[src/rtl/spi_pkg.sv]
// Shared definitions for the SPI register-frame master and its controller.
// Frame layout: {wr, 3'b000, addr[3:0], data[7:0]}, sent MSB first.
package spi_pkg;

  localparam int FRAME_BITS = 16;
  localparam int WR_BIT     = 15;
  localparam int ADDR_MSB   = 11;
  localparam int ADDR_LSB   = 8;
  localparam int DATA_MSB   = 7;

  typedef enum logic [2:0] {
    ST_IDLE,
    ST_SETUP,
    ST_SHIFT,
    ST_HOLD,
    ST_GAP
  } state_t;

  // Reads carry a zero data byte; the slave answers on MISO instead.
  function automatic logic [FRAME_BITS-1:0] build_frame(input logic       wr,
                                                        input logic [3:0] addr,
                                                        input logic [7:0] wdata);
    logic [FRAME_BITS-1:0] f;
    f                    = '0;
    f[WR_BIT]            = wr;
    f[ADDR_MSB:ADDR_LSB] = addr;
    if (wr) f[DATA_MSB:0] = wdata;
    return f;
  endfunction

endpackage

[src/rtl/spi_master_if.sv]
// Host-side request/response handshake of the SPI master.
// The requesting controller uses the master modport, spi_master uses slave.
interface spi_master_if;

  logic       start;
  logic       wr;
  logic [3:0] addr;
  logic [7:0] wdata;
  logic       ready;
  logic       done;
  logic [7:0] rdata;

  modport master (output start, wr, addr, wdata, input ready, done, rdata);
  modport slave  (input start, wr, addr, wdata, output ready, done, rdata);

endinterface

[src/rtl/spi_clkgen.sv]
// SCLK generator: CLK_DIV-cycle half periods while enabled, idles low.
// Strobes flag the clk edge on which spi_clk will rise or fall.
module spi_clkgen #(
  parameter int CLK_DIV = 4
) (
  input  logic clk,
  input  logic rst,
  input  logic en,
  output logic rise_stb,
  output logic fall_stb,
  output logic spi_clk
);

  localparam int            CW     = (CLK_DIV > 1) ? $clog2(CLK_DIV) : 1;
  localparam logic [CW-1:0] RELOAD = CW'(CLK_DIV - 1);

  logic [CW-1:0] cnt;
  logic          tc;

  assign tc       = en && (cnt == '0);
  assign rise_stb = tc && !spi_clk;
  assign fall_stb = tc && spi_clk;

  always_ff @(posedge clk) begin
    if (rst) begin
      cnt     <= RELOAD;
      spi_clk <= 1'b0;
    end else if (!en) begin
      cnt     <= RELOAD;
      spi_clk <= 1'b0;
    end else if (tc) begin
      cnt     <= RELOAD;
      spi_clk <= ~spi_clk;
    end else begin
      cnt <= cnt - 1'b1;
    end
  end

endmodule

[src/rtl/spi_master.sv]
// SPI mode-0 master issuing one 16-bit register frame per host handshake.
//   state | meaning
//   IDLE  | ready, waiting for start
//   SETUP | CS low, SCLK idle, CS_SETUP cycles
//   SHIFT | 16 SCLK periods, MOSI out / MISO in
//   HOLD  | CS low after last SCLK fall, CS_HOLD cycles
//   GAP   | CS high recovery, CS_HOLD cycles, then done
module spi_master
  import spi_pkg::*;
#(
  parameter int CLK_DIV  = 4,
  parameter int CS_SETUP = 2,
  parameter int CS_HOLD  = 2
) (
  input  logic               clk,
  input  logic               rst,
  spi_master_if.slave        bus,
  output logic               spi_clk,
  output logic               spi_cs,
  output logic               spi_mosi,
  input  logic               spi_miso
);

  localparam int            TMAX     = (CS_SETUP > CS_HOLD) ? CS_SETUP : CS_HOLD;
  localparam int            TW       = (TMAX > 1) ? $clog2(TMAX) : 1;
  localparam logic [TW-1:0] SETUP_LD = TW'(CS_SETUP - 1);
  localparam logic [TW-1:0] HOLD_LD  = TW'(CS_HOLD - 1);

  state_t                state;
  logic [TW-1:0]         tmr;
  logic [3:0]            bit_cnt;
  logic [FRAME_BITS-1:0] tx;
  logic [7:0]            rx;
  logic                  is_rd;
  logic                  shift_en;
  logic                  rise_stb;
  logic                  fall_stb;

  assign shift_en = (state == ST_SHIFT);

  spi_clkgen #(.CLK_DIV(CLK_DIV)) u_clkgen (
    .clk      (clk),
    .rst      (rst),
    .en       (shift_en),
    .rise_stb (rise_stb),
    .fall_stb (fall_stb),
    .spi_clk  (spi_clk)
  );

  always_ff @(posedge clk) begin
    if (rst) begin
      state     <= ST_IDLE;
      tmr       <= '0;
      bit_cnt   <= '0;
      tx        <= '0;
      rx        <= '0;
      is_rd     <= 1'b0;
      spi_cs    <= 1'b1;
      spi_mosi  <= 1'b0;
      bus.ready <= 1'b1;
      bus.done  <= 1'b0;
      bus.rdata <= '0;
    end else begin
      bus.done <= 1'b0;
      case (state)
        ST_IDLE: begin
          if (bus.start && bus.ready) begin
            tx        <= build_frame(bus.wr, bus.addr, bus.wdata);
            spi_mosi  <= bus.wr;
            spi_cs    <= 1'b0;
            bus.ready <= 1'b0;
            is_rd     <= !bus.wr;
            tmr       <= SETUP_LD;
            bit_cnt   <= '0;
            state     <= ST_SETUP;
          end
        end
        ST_SETUP: begin
          if (tmr == '0) state <= ST_SHIFT;
          else           tmr   <= tmr - 1'b1;
        end
        ST_SHIFT: begin
          // Only the last 8 bits received matter: they are the read data.
          if (rise_stb) rx <= {rx[6:0], spi_miso};
          if (fall_stb) begin
            if (bit_cnt == 4'd15) begin
              spi_mosi <= 1'b0;
              tmr      <= HOLD_LD;
              state    <= ST_HOLD;
            end else begin
              tx       <= {tx[FRAME_BITS-2:0], tx[FRAME_BITS-1]};
              spi_mosi <= tx[FRAME_BITS-2];
              bit_cnt  <= bit_cnt + 1'b1;
            end
          end
        end
        ST_HOLD: begin
          if (tmr == '0) begin
            spi_cs <= 1'b1;
            tmr    <= HOLD_LD;
            state  <= ST_GAP;
          end else begin
            tmr <= tmr - 1'b1;
          end
        end
        ST_GAP: begin
          if (tmr == '0) begin
            state     <= ST_IDLE;
            bus.ready <= 1'b1;
            bus.done  <= 1'b1;
            if (is_rd) bus.rdata <= rx;
          end else begin
            tmr <= tmr - 1'b1;
          end
        end
        default: state <= ST_IDLE;
      endcase
    end
  end

endmodule

[src/flat_wrapper.sv]
// flat-port wrapper written by rule: the top's interface ports become plain ports
module spi_master_flat import spi_pkg::*;
#(
  parameter int CLK_DIV  = 4,
  parameter int CS_SETUP = 2,
  parameter int CS_HOLD  = 2
)
  (clk, rst, spi_clk, spi_cs, spi_mosi, spi_miso, bus_start, bus_wr, bus_addr, bus_wdata, bus_ready, bus_done, bus_rdata);
  spi_master_if bus_i ();
  input  logic clk;
  input  logic rst;
  output logic spi_clk;
  output logic spi_cs;
  output logic spi_mosi;
  input  logic spi_miso;
  input wire logic [$bits(bus_i.start)-1:0] bus_start;
  input wire logic [$bits(bus_i.wr)-1:0] bus_wr;
  input wire logic [$bits(bus_i.addr)-1:0] bus_addr;
  input wire logic [$bits(bus_i.wdata)-1:0] bus_wdata;
  output wire logic [$bits(bus_i.ready)-1:0] bus_ready;
  output wire logic [$bits(bus_i.done)-1:0] bus_done;
  output wire logic [$bits(bus_i.rdata)-1:0] bus_rdata;
  assign bus_i.start = bus_start;
  assign bus_i.wr = bus_wr;
  assign bus_i.addr = bus_addr;
  assign bus_i.wdata = bus_wdata;
  assign bus_ready = bus_i.ready;
  assign bus_done = bus_i.done;
  assign bus_rdata = bus_i.rdata;
  spi_master #(.CLK_DIV(CLK_DIV), .CS_SETUP(CS_SETUP), .CS_HOLD(CS_HOLD)) u_core (.clk(clk), .rst(rst), .bus(bus_i), .spi_clk(spi_clk), .spi_cs(spi_cs), .spi_mosi(spi_mosi), .spi_miso(spi_miso));
endmodule
[config.mk]
export PLATFORM = sky130hd
export DESIGN_NAME = spi_master_flat
export DESIGN_NICKNAME = d
export VERILOG_FILES = /design/src/rtl/spi_pkg.sv /design/src/rtl/spi_master_if.sv /design/src/rtl/spi_clkgen.sv /design/src/rtl/spi_master.sv /design/src/flat_wrapper.sv
export SDC_FILE = /design/constraint.sdc
export NUM_CORES = 1
export LEC_CHECK = 0
export ABC_AREA = 1
export ABC_CLOCK_PERIOD_IN_PS = 3450
export CAP_MARGIN = 15
export CORE_UTILIZATION = 66
export DETAILED_ROUTE_END_ITERATION = 8
export DONT_BUFFER_PORTS = 1
export PLACE_DENSITY = 0.78
export SYNTH_ARGS = -nofsm -noshare
export SYNTH_HDL_FRONTEND = slang
export SYNTH_HIERARCHICAL = 1
export SYNTH_SLANG_ARGS = --single-unit
[constraint.sdc]
create_clock -name clk -period 3.45 [get_ports clk]
set_clock_uncertainty 0.05 [all_clocks]
set_input_delay 0.69 -clock clk [delete_from_list [all_inputs] [get_ports clk]]
set_output_delay 0.69 -clock clk [all_outputs]
set_load 0.005 [all_outputs]
# After elaboration in Yosys (flattened, before gate mapping)
# Cells that the tools add are included.
# totals
reg_bits	48
wordCells	88
output_inout_bits	13
# op_classes
n_eq_ne	12
addsub	3
n_reduce_logical	25
n_mux	31
bitwise	4
# ops
operator	n
16-bit 2-to-1 mux	3
16-bit one-hot mux with 2 select lines	1
3-bit 2-to-1 mux	6
3-bit one-hot mux with 5 select lines	1
4-bit 2-to-1 mux	3
3-bit AND reduction	4
1-bit 2-to-1 mux	11
8-bit 2-to-1 mux	1
2-bit inequality test (second input constant)	4
4-bit one-hot mux with 2 select lines	1
4-bit AND reduction	2
3-bit by 2-bit == test with 1-bit output (second input constant)	2
2-bit by 1-bit inequality test with 1-bit output (second input constant)	3
1-bit one-hot mux with 2 select lines	3
6-bit AND reduction	1
2-bit nonzero test	3
2-bit OR reduction	3
4-bit by 1-bit adder with 4-bit output (second input constant)	1
4-bit == test (second input constant)	1
1-bit logical AND	4
1-bit inverter	4
1-bit one-hot mux with 4 select lines	1
2-bit AND reduction	2
4-bit nonzero test	1
other kinds (8)	9

# Logic depth before layout (Yosys ltp)
# logic_depth
word_depth	5
mapped_depth	12
ltp_nobuf	11

# By module
# The synthesis kept the hierarchy.
# by_module_without_submodules
module	area_per_inst_um2	cells_each	seq_area_each_um2	n_inst
spi_master	2003.2	275	900.9	1
spi_clkgen	150.1	19	60.1	1

# Least setup slack after synthesis
# No wires, ideal clock.
# synth_path
path_kind	reg-to-reg
start	register u_core.state[1]
end	register u_core.rx[6]
path_slack_ns	1.623
setup_time_ns	0.119
path_stages_with_launch	10
arrival_time_ns	1.658
synth_period_minus_slack_ns	1.827
path_cell_list	dfxtp_1 nand2_1 nor2_2 buf_2 nand2_2 nor2_1 nand2_1 buf_2 o21ai_0 a21oi_1
# synth_via
elab_chain_len	4
# synth_lines
element	line_no	text
start: declaration	spi_master.sv:29	state_t state;
start signal: assignment	spi_master.sv:52	state <= ST_IDLE;
start signal: assignment	spi_master.sv:75	state <= ST_SETUP;
start signal: assignment	spi_master.sv:79	if (tmr == '0) state <= ST_SHIFT;
3-bit by 2-bit == test with 1-bit output	spi_master.sv:39	assign shift_en = (state == ST_SHIFT);
via u_core.shift_en	spi_master.sv:35	logic shift_en;
1-bit logical AND	spi_clkgen.sv:20	assign tc = en && (cnt == '0);
1-bit logical AND	spi_clkgen.sv:21	assign rise_stb = tc && !spi_clk;
via u_core.rise_stb	spi_master.sv:36	logic rise_stb;
2-bit AND reduction (no source line)	--	
end signal: assignment	spi_master.sv:84	if (rise_stb) rx <= {rx[6:0], spi_miso};
end: declaration	spi_master.sv:33	logic [7:0] rx;
# The timed path passes the listed nets, and every way through them passes these cells.
# A chain may end at the register's enable or synchronous reset.

# Worst setup path in the final report
# layout_path
start	register u_core.state[1]
end	register u_core.rx[5]
# layout_via
elab_chain_len	4
# layout_lines
element	line_no
3-bit by 2-bit == test with 1-bit output	spi_master.sv:39
1-bit logical AND	spi_clkgen.sv:20
1-bit logical AND	spi_clkgen.sv:21
via u_core.rise_stb	spi_master.sv:36
2-bit AND reduction (no source line)	--
# The timed path passes the listed nets, and every way through them passes these cells.

==> metrics <==
CTS clk-pin slew, worst paths=around 120 ps; Slew HR=~47%; Antenna Cells=0; Max Root-Sink Buffers=2; setup_tns=0 ps; die area=3495 sq um; WL per Instance=approximately 12 um; initial antenna violation count=0; mean area per synthesized cell=7.324 sq um; placed insts=326; Pins Over Slew Limit=0; fill count=~250; Yosys top cell area share=about 45%; kind of critical path=reg -> reg; CP Max Fanout=26; Worst Setup End Kind=register; DRC Markers=0; Post-synth ARST share=0%; TritonCTS clock tree=yes; reg2reg setup slack=about 1400 ps; Synth area leaders=dfxtp_1 45%, nand2_1 12%, nor2_1 8.4%; MaxCap Viol Count=0; I/O pin count=30; top-count cell post-synth=nand2_1; Leakage=roughly 0.97 nW; Yosys reg bits=48; Post-Synth XOR/XNOR Area=0.4067%; Yosys cell types=28; fin crit share=about three fifths; Least-Margin Pin Slew=around 800 ps; Syn Nets=between 300 and 400; Post-CTS Setup Inserts=0; area leader, netlist=dfxtp_1; adder-cell share of the synthesized area=approximately 1.2%; compound-gate portion of the synthesized area=14.64%; post-cts sizing count=0; mux cell area share after synthesis=0%; die width=59.12 um; first-pass GRT wire length=roughly 6700 um; Worst-Skew Late Latency=350 ps; Simple-Gate Fraction of Synth Area=between 30 and 40%; Initial Utilization=between 60% and 70%; Core ar.=approximately 3100 sq um; dpl hpwl=2692 um; RSZ-0062 raised after global routing=no; Die Y=just under 60 um; Routed WL=3947 um; Site Rows=20; # setup viols final=0; Root Buffer=clkbuf_4; fmax=between 400 and 500 MHz; DRT antenna net count=0; non-filler cells, final=roughly 330; DR iter-0 viols=168; Synth Cell Area=2153 sq um; largest family of logic cells by synthesized area=simple AND/OR/NAND/NOR gates; grt total ovfl=0; H-Tree Depth=2; launching element type of the critical path=register; Cells after Synth=~290; Hold WC Path Type=in -> reg; layout cells sized above 1=9.343%; fin nets=approximately 310; DR vias/cell=around 5.3; critical path required time=roughly 3600 ps; Max IR drop VDD=0.3955 mV; Pwr Density=approximately 640 nW/um^2; min Tclk post-route=about 2100 ps; sequential share of the synthesized area=44.63%; Hold-fix buffers, CTS=0; gr usage total=25.51%; Post-synth EDFFs=0; ys flop type=dfxtp_1; Crit path arrival time=2280 ps; status=completed; gpl congestion=between 0.8 and 0.9; buffers added on ports=0; Num CTS Buffers=5; synth-to-layout area growth=1.511%; final hold violations=0; Num Clock Sinks=48; largest net degree at the start of global routing=33; vias in the first global route=1599; Via Count=approximately 1.8k; yosys warns=6; DRT Pass-1 Iters=4; top cells by count, synth=66 x nand2_1, 48 x dfxtp_1, 48 x nor2_1
## metal layers
metal	global-route usage [%]	share of wire (%)
met5	0	0
met3	6.114	3.0
met1	31.55	51
met4	13.61	2.1
met2	41.07	44
## state kept, by name, indices dropped and copies added (netlist names), 2 cells and up
name / cells
u_core/bit_cnt: 4
u_core/state: 3
u_core/rx: 8
u_core/tx: 16
u_core/u_clkgen/cnt: 2
u_core/bus.rdata: 8
## path summary, 6_finish.rpt
kind,end,startpoint,cells after the start
worst max-delay path,u_core/rx[5],u_core/state[1],8
worst min-delay path,u_core/tx[15],rst,1
worst max register to register,u_core/rx[5],u_core/state[1],8
worst min register to register,u_core/u_clkgen/cnt[0],u_core/u_clkgen/cnt[0],1
## critical path, stage by stage, from the launching register on
cell and delay [ps]:
dfxtp_1 490, nand2_1 100, nor2_2 80, buf_4 270, nand2_2 120, nor2_1 290, nand2_1 280, o21ai_0 220
a21oi_1 70
## kinds of logic after synthesis
family	Yosys count
adders and majority gates	2
buffers and inverters	32
AOI/OAI and AO/OA	57
xor gates and xnor gates	1
and+or+nand+nor	154
DFF	48
## layout by cell type (no fill, tap or decap)
cell type	Yosys	final
nand2_1	66	66
nor2_1	48	48
dfxtp_1	48	48
nand3_1	22	22
a21oi_1	19	19
inv_1	17	17
o21ai_0	16	16
o21ai_1	14	14
clkbuf_4	0	5
nor2_2	5	5
a22oi_1	4	4
nor2_4	3	3
nand2_4	3	3
inv_2	2	2
nor3_2	2	2
nand2_2	2	2
o211ai_1	2	2
ha_1	2	2
clkinv_2	0	1
clkbuf_1	3	1
a21oi_4	1	1
nand4_2	1	1
nand4_1	1	1
xor2_1	1	1
nor3b_1	1	1
a21oi_2	1	1
buf_4	2	1
## layout make-up
cell class | count | area, sq um | area share (%)
Clock buffer | 6 | 41.29 | 1.889
Timing Repair Buffer | 1 | 7.507 | 0.3434
Multi-Input combinational cell | 214 | 1045 | 47.80
Sequential cell | 48 | 960.9 | 43.96
Tap cell | 44 | 55.05 | 2.519
Clock inverter | 1 | 5.005 | 0.2290
Inverter | 19 | 71.32 | 3.263
## per-stage QoR
| stage | worst slack, ps | hold WS (ps) | cell area (sq um) | util (%) | power (mW) |
|---|---|---|---|---|---|
| 2_1_floorplan | 1623 | 315.0 | 2153 | - | 1.114 |
| 3_3_place_gp | 1486 | 324.3 | 2140 | 69.51 | 1.168 |
| 3_5_place_dp | 1415 | 325.7 | 2140 | 69.51 | 1.175 |
| 4_1_cts | 1383 | 310.6 | 2186 | 71.02 | 1.411 |
| 5_1_grt | 1187 | 295.2 | 2186 | 71.02 | 1.512 |
| 6_report | 1358 | 330.1 | 2186 | 71.02 | 1.402 |
## power breakdown
| part | leakage (nW) | internal, mW | total (mW) | switching [mW] |
|---|---|---|---|---|
| clock network | 0.0281 | 0.0753 | 0.237 | 0.162 |
| logic | 0.552 | 0.147 | 0.449 | 0.302 |
| registers | 0.391 | 0.646 | 0.716 | 0.0702 |
| total | 0.971 | 0.868 | 1.40 | 0.535 |
No activity file was read; power rests on OpenSTA's default activity.
